## src/rtl/motor_pkg.sv

```systemverilog
// motor_pkg: shared command codes, drive FSM states and direction helpers.
// Latency: n/a (types and pure functions only).
// Backpressure: n/a.
package motor_pkg;

    // Codes produced by the upstream waiter direction FSM.
    typedef enum logic [2:0] {
        DIR_IDLE_BASE  = 3'b000,
        DIR_FORWARDS   = 3'b001,
        DIR_IDLE_TABLE = 3'b010,
        DIR_BACKWARDS  = 3'b011,
        DIR_STOP       = 3'b100
    } direction_t;

    typedef enum logic [1:0] {IDLE, DRIVE, BRAKE, DEAD} drive_state_t;

    typedef enum logic {DIR_FWD, DIR_REV} drive_dir_t;

    // Internal command after decode; unused and idle codes all collapse to HALT.
    typedef enum logic [1:0] {CMD_HALT, CMD_FWD, CMD_REV, CMD_ESTOP} cmd_t;

    function automatic cmd_t decode_cmd(input logic [2:0] code);
        case (code)
            DIR_FORWARDS:  return CMD_FWD;
            DIR_BACKWARDS: return CMD_REV;
            DIR_STOP:      return CMD_ESTOP;
            default:       return CMD_HALT;
        endcase
    endfunction

    function automatic cmd_t dir_to_cmd(input drive_dir_t dir);
        return (dir == DIR_REV) ? CMD_REV : CMD_FWD;
    endfunction

endpackage

```

## src/rtl/pwm_gen.sv

```systemverilog
// pwm_gen: 255-step PWM with a glitch-free, period-boundary duty latch.
// Latency: duty_in takes effect from step 0 of the next PWM period; force_zero clears duty_now on the next edge.
// Backpressure: none, free-running from reset.
// Ports: clk, reset (async, active-high), duty_in[7:0] requested duty,
//        force_zero (emergency cut), pwm_en (PWM output), duty_now[7:0] (applied duty).
module pwm_gen
#(
    parameter int PWM_DIV = 50
)
(
    input  logic       clk,
    input  logic       reset,
    input  logic [7:0] duty_in,
    input  logic       force_zero,
    output logic       pwm_en,
    output logic [7:0] duty_now
);
    localparam int               PRE_W   = (PWM_DIV > 1) ? $clog2(PWM_DIV) : 1;
    localparam logic [PRE_W-1:0] PRE_MAX = PRE_W'(PWM_DIV - 1);
    localparam logic [7:0]       CNT_MAX = 8'd254;

    logic [PRE_W-1:0] r_pre;
    logic [7:0]       r_pwm_cnt;
    logic [7:0]       r_duty_now;
    logic             w_pre_wrap;
    logic             w_cnt_wrap;

    assign w_pre_wrap = (r_pre == PRE_MAX);
    assign w_cnt_wrap = w_pre_wrap && (r_pwm_cnt == CNT_MAX);

    always_ff @(posedge clk or posedge reset) begin
        if (reset) begin
            r_pre      <= '0;
            r_pwm_cnt  <= '0;
            r_duty_now <= '0;
        end else begin
            r_pre <= w_pre_wrap ? '0 : r_pre + 1'b1;
            if (w_pre_wrap) begin
                r_pwm_cnt <= (r_pwm_cnt == CNT_MAX) ? 8'd0 : r_pwm_cnt + 8'd1;
            end
            // Emergency cut beats the boundary latch; otherwise duty only
            // changes as the counter wraps so no period is ever truncated.
            if (force_zero) begin
                r_duty_now <= '0;
            end else if (w_cnt_wrap) begin
                r_duty_now <= duty_in;
            end
        end
    end

    // Counter never exceeds 254, so duty 255 yields a constant high.
    assign pwm_en   = (r_pwm_cnt < r_duty_now);
    assign duty_now = r_duty_now;

endmodule

```

## src/rtl/motor_drive_ramp.sv

```systemverilog
// motor_drive_ramp: H-bridge driver with soft-start/soft-stop ramps, dead time before energise/reversal, emergency cut.
// Latency: reacts on the first edge after a direction change; duty moves 1 LSB per ramp tick, applied at PWM period boundaries.
// Backpressure: none; busy flags BRAKE/DEAD so the caller can see a transition in progress.
// Ports: clk, reset (async, active-high), direction[2:0], target_duty[7:0],
//        left_in1/left_in2/right_in1/right_in2 bridge pins, pwm_en shared enable,
//        duty_now[7:0] applied duty, busy (BRAKE or DEAD).
module motor_drive_ramp
    import motor_pkg::*;
#(
    parameter int PWM_DIV          = 50,
    parameter int RAMP_TICK_CYCLES = 500000,
    parameter int DEAD_CYCLES      = 5000000,
    parameter int RIGHT_INVERT     = 1
)
(
    input  logic       clk,
    input  logic       reset,
    input  logic [2:0] direction,
    input  logic [7:0] target_duty,
    output logic       left_in1,
    output logic       left_in2,
    output logic       right_in1,
    output logic       right_in2,
    output logic       pwm_en,
    output logic [7:0] duty_now,
    output logic       busy
);
    localparam int                RAMP_W   = (RAMP_TICK_CYCLES > 1) ? $clog2(RAMP_TICK_CYCLES) : 1;
    localparam logic [RAMP_W-1:0] RAMP_MAX = RAMP_W'(RAMP_TICK_CYCLES - 1);
    localparam int                DEAD_W   = (DEAD_CYCLES > 1) ? $clog2(DEAD_CYCLES) : 1;
    localparam logic [DEAD_W-1:0] DEAD_MAX = DEAD_W'(DEAD_CYCLES - 1);

    drive_state_t      r_state;
    drive_dir_t        r_drive_dir;
    logic [7:0]        r_duty_reg;
    logic [RAMP_W-1:0] r_ramp_cnt;
    logic [DEAD_W-1:0] r_dead_cnt;

    cmd_t       w_cmd;
    drive_dir_t w_cmd_dir;
    logic       w_is_drive;
    logic       w_same;
    logic       w_estop;
    logic       w_ramp_tick;
    logic [7:0] w_duty_step;
    logic       w_energise;
    logic       w_fwd;
    logic       w_rev;

    assign w_cmd       = decode_cmd(direction);
    assign w_is_drive  = (w_cmd == CMD_FWD) || (w_cmd == CMD_REV);
    assign w_cmd_dir   = (w_cmd == CMD_REV) ? DIR_REV : DIR_FWD;
    assign w_same      = (w_cmd == dir_to_cmd(r_drive_dir));
    assign w_ramp_tick = (r_ramp_cnt == RAMP_MAX);
    // Only an energised bridge needs the cut. DEAD is already de-energised
    // with zero duty, and must keep counting so a held STOP can reach IDLE.
    assign w_estop     = (w_cmd == CMD_ESTOP) && ((r_state == DRIVE) || (r_state == BRAKE));

    // One LSB toward target, saturating on arrival.
    always_comb begin
        w_duty_step = r_duty_reg;
        if (r_duty_reg < target_duty) begin
            w_duty_step = r_duty_reg + 8'd1;
        end else if (r_duty_reg > target_duty) begin
            w_duty_step = r_duty_reg - 8'd1;
        end
    end

    always_ff @(posedge clk or posedge reset) begin
        if (reset) begin
            r_state     <= IDLE;
            r_drive_dir <= DIR_FWD;
            r_duty_reg  <= '0;
            r_ramp_cnt  <= '0;
            r_dead_cnt  <= '0;
        end else begin
            r_ramp_cnt <= w_ramp_tick ? '0 : r_ramp_cnt + 1'b1;
            if (w_estop) begin
                r_state    <= DEAD;
                r_duty_reg <= '0;
                r_dead_cnt <= '0;
            end else begin
                case (r_state)
                    IDLE: begin
                        r_duty_reg <= '0;
                        if (w_is_drive) begin
                            r_drive_dir <= w_cmd_dir;
                            r_dead_cnt  <= '0;
                            r_state     <= DEAD;
                        end
                    end
                    DEAD: begin
                        r_duty_reg <= '0;
                        if (r_dead_cnt == DEAD_MAX) begin
                            r_dead_cnt <= '0;
                            if (w_same) begin
                                r_state <= DRIVE;
                            end else if (w_is_drive) begin
                                // Direction flipped during the gap: a full gap
                                // is owed for the new polarity.
                                r_drive_dir <= w_cmd_dir;
                            end else begin
                                r_state <= IDLE;
                            end
                        end else begin
                            r_dead_cnt <= r_dead_cnt + 1'b1;
                        end
                    end
                    DRIVE: begin
                        if (!w_same) begin
                            r_state <= BRAKE;
                        end else if (w_ramp_tick) begin
                            r_duty_reg <= w_duty_step;
                        end
                    end
                    BRAKE: begin
                        // Wait for the PWM latch too, so polarity never drops
                        // while a non-zero duty is still being applied.
                        if ((r_duty_reg == 8'd0) && (duty_now == 8'd0)) begin
                            r_state    <= DEAD;
                            r_dead_cnt <= '0;
                            if (w_is_drive) begin
                                r_drive_dir <= w_cmd_dir;
                            end
                        end else if (w_ramp_tick && (r_duty_reg != 8'd0)) begin
                            r_duty_reg <= r_duty_reg - 8'd1;
                        end
                    end
                    default: r_state <= IDLE;
                endcase
            end
        end
    end

    pwm_gen #(
        .PWM_DIV (PWM_DIV)
    ) u_pwm (
        .clk        (clk),
        .reset      (reset),
        .duty_in    (r_duty_reg),
        .force_zero (w_estop),
        .pwm_en     (pwm_en),
        .duty_now   (duty_now)
    );

    // drive_dir only changes in IDLE/DEAD where the bridge is off, so this
    // decode cannot produce an in1/in2 overlap.
    assign w_energise = (r_state == DRIVE) || (r_state == BRAKE);
    assign w_fwd      = w_energise && (r_drive_dir == DIR_FWD);
    assign w_rev      = w_energise && (r_drive_dir == DIR_REV);

    assign left_in1   = w_fwd;
    assign left_in2   = w_rev;
    assign right_in1  = (RIGHT_INVERT != 0) ? w_rev : w_fwd;
    assign right_in2  = (RIGHT_INVERT != 0) ? w_fwd : w_rev;
    assign busy       = (r_state == BRAKE) || (r_state == DEAD);

endmodule

```

## config.mk

```make
export PLATFORM = sky130hd
export DESIGN_NAME = motor_drive_ramp
export DESIGN_NICKNAME = d
export VERILOG_FILES = /design/src/rtl/motor_pkg.sv /design/src/rtl/pwm_gen.sv /design/src/rtl/motor_drive_ramp.sv
export SDC_FILE = /design/constraint.sdc
export NUM_CORES = 1
export LEC_CHECK = 0
export ABC_CLOCK_PERIOD_IN_PS = 2500
export CAP_MARGIN = 15
export CELL_PAD_IN_SITES_DETAIL_PLACEMENT = 1
export CELL_PAD_IN_SITES_GLOBAL_PLACEMENT = 2
export CORE_MARGIN = 1
export CORE_UTILIZATION = 35
export DETAILED_ROUTE_END_ITERATION = 16
export PLACE_DENSITY_LB_ADDON = 0.1
export SYNTH_ARGS = -nofsm -noshare
export SYNTH_HDL_FRONTEND = slang
export SYNTH_SLANG_ARGS = --single-unit
```

## constraint.sdc

```tcl
create_clock -name clk -period 2.5 [get_ports clk]
set_input_delay 0.25 -clock clk [delete_from_list [all_inputs] [get_ports clk]]
set_output_delay 0.25 -clock clk [all_outputs]
set_load 0.03 [all_outputs]
```

=== Word-level counts from Yosys, hierarchy flattened ===
Cells that the tools add are included.

* Bits in registers: 75

* $add $sub $neg: 6
* Reduce and logical (&&, ||, !) cells: 21
* Bitwise gates (word level): 2
* Equal/unequal tests: 27
* Muxes and demuxes: 34
* Magnitude comparators: 3

{| class="wikitable"
|+ Operator list
! operator !! count
|-
| $mux W23 || 4
|-
| $mux W8 || 10
|-
| $pmux W23 S3 || 1
|-
| $pmux W8 S3 || 1
|-
| $add A23 B1 Y23 const B || 1
|-
| $eq A23 B23 Y1 const B || 1
|-
| $add A19 B1 Y19 const B || 1
|-
| $eq A19 B19 Y1 const B || 1
|-
| $mux W19 || 1
|-
| $ne A3 B2 Y1 const B || 6
|-
| $add A8 B1 Y8 const B || 2
|-
| $logic_not A8 Y1 || 2
|-
| $lt A8 B8 Y1 || 2
|-
| $mux W2 || 8
|-
| $reduce_and A5 Y1 || 3
|-
| $eq A2 B2 Y1 const B || 4
|-
| $eq A8 B8 Y1 const B || 1
|-
| $gt A8 B8 Y1 || 1
|-
| $pmux W2 S4 || 1
|-
| $reduce_bool A8 Y1 || 1
|-
| $sub A8 B1 Y8 const B || 1
|-
| $add A6 B1 Y6 const B || 1
|-
| $eq A6 B6 Y1 const B || 1
|-
| $logic_and A1 B1 Y1 || 6
|-
| 22 further kinds || 32
|}

=== Logic depth before layout (Yosys ltp) ===
Gate-level depths: netlist (run 1).

* Word-level depth: 9
* Mapped depth: 11
* Mapped depth without buffers: 10

=== By module ===
A second synthesis (run 1) with hierarchy kept.

* Cell total of the unflattened synthesis: 550
* Area total of the unflattened synthesis: 4992.3 sq um

{| class="wikitable"
|+ Modules (own cells, without submodules)
! module !! instances !! area an instance (sq um) !! cells each
|-
| motor_drive_ramp || 1 || 3641.0 || 417
|-
| pwm_gen || 1 || 1351.3 || 133
|}

=== Worst setup path before layout (run 1) ===
OpenSTA, ideal clock, no wires.

* Path kind: reg-to-output
* Start point: reg u_pwm.r_duty_now[1] (netlist: u_pwm.duty_now[1])
* End point: out pwm_en
* Buffers on the path: 0
* Setup slack: 0.194 ns
* Cell stages (with the launch flop): 8
* Arrival time: 2.056 ns
* Required time: 2.250 ns
* Path through: dfrtp_1 inv_1 ha_1 a21o_1 a21o_1 a211oi_1 o21bai_1 a31oi_1

* Word-level cells in the longest chain between the ends: 1

{| class="wikitable"
|+ Ends and longest elaborated chain
! item !! line !! RTL
|-
| from (decl) || pwm_gen.sv:24 || <nowiki>logic [7:0] r_duty_now;</nowiki>
|-
| from (signal assigned) || pwm_gen.sv:46 || <nowiki>r_duty_now <= duty_in;</nowiki>
|-
| $lt A8 B8 Y1 || pwm_gen.sv:52 || <nowiki>assign pwm_en = (r_pwm_cnt < r_duty_now);</nowiki>
|-
| to (decl) || motor_drive_ramp.sv:24 || <nowiki>output logic pwm_en,</nowiki>
|}

No other way between the ends.

=== Final worst setup path (run 1) ===
* Start point: reg r_state[0]
* End point: out busy

* Word-level cells in the longest chain between the ends: 2
* Elaborated cells between the ends (all ways): 3

{| class="wikitable"
|+ Ends and longest elaborated chain
! item !! line !! RTL
|-
| from (decl) || motor_drive_ramp.sv:33 || <nowiki>drive_state_t r_state;</nowiki>
|-
| from (signal assigned) || motor_drive_ramp.sv:71 || <nowiki>r_state <= IDLE;</nowiki>
|-
| from (signal assigned) || motor_drive_ramp.sv:79 || <nowiki>r_state <= DEAD;</nowiki>
|-
| from (signal assigned) || motor_drive_ramp.sv:89 || <nowiki>r_state <= DEAD;</nowiki>
|-
| $eq A2 B2 Y1 || motor_drive_ramp.sv:156 || <nowiki>assign busy = (r_state == BRAKE) || (r_state == DEAD);</nowiki>
|-
| $logic_or A1 B1 Y1 (*) || motor_drive_ramp.sv:156 ||
|-
| to (decl) || motor_drive_ramp.sv:26 || <nowiki>output logic busy</nowiki>
|}

Mark *: on every way between the ends. The rest lies on a longest branch, timed or not.

==> flow_summary.ini, run 1 <==
[yosys]
synth.area.top_cells = dfrtp_1, ha_1, nand2_1
synthXorXnorAreaFrac_pct = 7.312
yosysWarningCount = 0
syn_nets = 583
ys_ff_latch = 75
synth_simple_gate_area_share_pct = 25.73
synth_area_per_cell_um2 = 9.128
yosysSeqAreaShare_pct = 38.22
synth_edf_count = 0
syn_inst = 538
syn_area_um2 = 4911
synth_cell_types = 76
ys_top_cells_by_count = dfrtp_1, nand2_1, nor2_1, o21ai_0
async_flop_share_pct = 100.0
yosysTopAreaCell = dfrtp_1
synth_top_family_by_area = simple AND/OR/NAND/NOR gates
synthFlopType = dfrtp_1
synthMuxAreaShare_pct = 0.8662
yosysMostFrequentCell = dfrtp_1
synth_top_area_share_pct = 38.22
synth_compound_area_share_pct = 15.24
synthAdderAreaFrac_pct = 8.153

[sta]
setup_viol = 0
timing.hold.ws_ns = 0.3197
fin_crit_sh_pct = 94.95
hold_viol_final = 0
period_needed_ns = 2.374
slew_headroom_pct = 50.79
worst_pin_slew_ns = 0.7370
final-max-slew-violation-count = 0
max_freq_mhz = 421.3
finClkSkew_ns = 0.006422
rsz0062_at_grt = false

[clock_tree]
cts_tree = built
cts.clk_slew.worst_paths_ns = 0.06
clockBufferDepth = 2
clkLatencyLatePin_ns = 0.35
cts_hold_buffers = 0
cts_max_level = 3
cts.sinks = 75
root_buffer = clkbuf_16
cts_buffers = 9

[grt]
grt_pass1_wl_um = 21800
grt_max_degree = 76
antenna_found_initial = 0
grtUsageTotal_pct = 19.14
grt.overflow.total = 0
grt_pass1_vias = 4369

[placement]
detailed_place_hpwl_um = 9199
io_buffers = 26
place.gp.congestion = 0.8094

[cells_and_area]
finish.utilization_pct = 44.05
fin_nets = 644
largest_reg_flops = 23
reg.largest.list = r_dead_cnt (23), r_ramp_cnt (19)
nFillCells = 1569
synthToLayoutAreaGrowth_pct = 20.66
top_register = r_dead_cnt
antenna_cells = 0
drive_gt1_share_pct = 16.23

[job]
cap_violations = 0

[min_path]
hold_class = input port to asynchronous set/reset pin

[floorplanning]
dieHeight_um = 120.5
start_util_pct = 36.50
pin_count = 27
die_x_um = 120.5
die_area_um2 = 14510
rows = 42
core_um2 = 13450

[detailed_routing]
drt_iter0_drc = 187
ant_nets = 0
drc = 0
wl_per_cell_um = 16.07
viasPerCell = 5.245
routed_wl_um = 12530
vias = 4091
drtPass1Iterations = 4

[worst_setup_path]
start_kind = flip-flop
critPathRequiredTime_ns = 2.25
end_kind = output port
crit_fanout = 10
crit_arrival_ns = 2.12
worstSetupPathType = flip-flop to output port

[outcome]
status = complete, no violations

[power_and_ir_drop]
p_per_area_nw_per_um2 = 1039
max-vdd-ir-drop_uv = 454.6
p_leak_nw = 2.604
==> area by class of cell <==
type                            instances  area, µm²  area share [%]
Sequential cell                        75       1878           31.69
Timing Repair Buffer                   66      583.1           9.840
Clock inverter                          6      65.06           1.098
Inverter                               28      105.1           1.774
Multi-Input combinational cell        419       2835           47.85
Tap cell                              176      220.2           3.716
Clock buffer                           10      239.0           4.033
==> per-stage QoR <==
stage	total power [mW]	instances	worst slack, ns	instance area (µm²)	setup TNS [ns]
2_1_floorplan	3.625	538	0.1944	4911	0
6_report	6.155	780	0.1263	5926	0
4_1_cts	6.191	777	0.04264	5888	0
3_3_place_gp	4.732	761	-0.1953	5584	-3.265
3_5_place_dp	4.801	761	-0.2674	5584	-5.440
5_1_grt	6.610	780	0.0001084	5926	0
==> worst max-delay path, cell delays in order (launching register included) <==
cell and delay (ns):
dfrtp_1 0.43, inv_1 0.09, ha_1 0.21, buf_4 0.18
or2_2 0.28, clkdlybuf4s50_1 0.59
==> cell usage in the layout, fill, tap and decap left out, types with 4 or more instances in the layout <==
cell / count
xnor2_1: 18
nand2b_1: 4
nand2_1: 67
and2_1: 8
ha_1: 32
dfrtp_1: 74
xor2_1: 23
inv_1: 27
and4_1: 4
nor3_1: 10
nand3_1: 32
nor2b_1: 10
a31oi_1: 9
nor2_2: 5
clkdlybuf4s50_1: 25
and3_1: 9
a21o_1: 4
clkbuf_16: 9
buf_4: 39
o31ai_1: 11
nor2_1: 41
o21ai_0: 33
o21ai_1: 4
a21oi_1: 14
nand4_1: 8
==> cell families (layout without fill, tap and decap cells) <==
| kind of cell | Yosys count | count (layout) |
|---|---|---|
| flip-flops | 75 | 75 |
| buffers and inverters | 45 | 110 |
| multiplexers | 4 | 4 |
| AO/OA/AOI/OAI | 108 | 109 |
| XOR/XNOR | 41 | 41 |
| adder cells (fa/ha/maj) | 32 | 32 |
| AND/OR/NAND/NOR | 233 | 233 |
==> layer usage <==
metal,up-vias,wire [µm],global-route usage (%)
met4,0,156,5.787
met5,-,0,0
li1,2014,-,-
met3,12,350,4.057
met1,2022,5833,24.01
met2,43,6195,32.87
==> report_power, final <==
group	internal (mW)	switching, mW	total (mW)
clock network	0.800	0.534	1.33
logic	1.44	1.81	3.26
registers	1.37	0.193	1.56
total	3.61	2.54	6.15
==> path summary, 6_finish.rpt <==
path                                                 from                       endpoint  slack, ns  cells past startpoint
max in group asynchronous                           reset  u_pwm.duty_now[1]$_DFFE_PP0P_       1.83                      3
worst max register to register  r_duty_reg[5]$_DFFE_PP0P_      r_duty_reg[3]$_DFFE_PP0P_       0.22                      7
worst min register to register  r_dead_cnt[4]$_DFFE_PP0P_      r_dead_cnt[4]$_DFFE_PP0P_       0.48                      1
worst max-delay path               r_state[0]$_DFFE_PP0P_                           busy       0.13                      5
min in group clk                r_dead_cnt[4]$_DFFE_PP0P_      r_dead_cnt[4]$_DFFE_PP0P_       0.48                      1
worst min-delay path                                reset       u_pwm.r_pre[4]$_DFF_PP0_       0.32                      3
==> what timing repair did <==
action	CTS	global route
endpoints found under the setup margin	0	21
setup buffers	0	2
gates resized for setup	0	5
No activity file was read; power rests on OpenSTA's default activity.
==> inputs of run 2 (changes only) <==
SKIP_CTS_REPAIR_TIMING = 1   (was unset)
==> results of run 2 <==
Same layout as run 1: the final DEF is identical, and so are final timing and power.
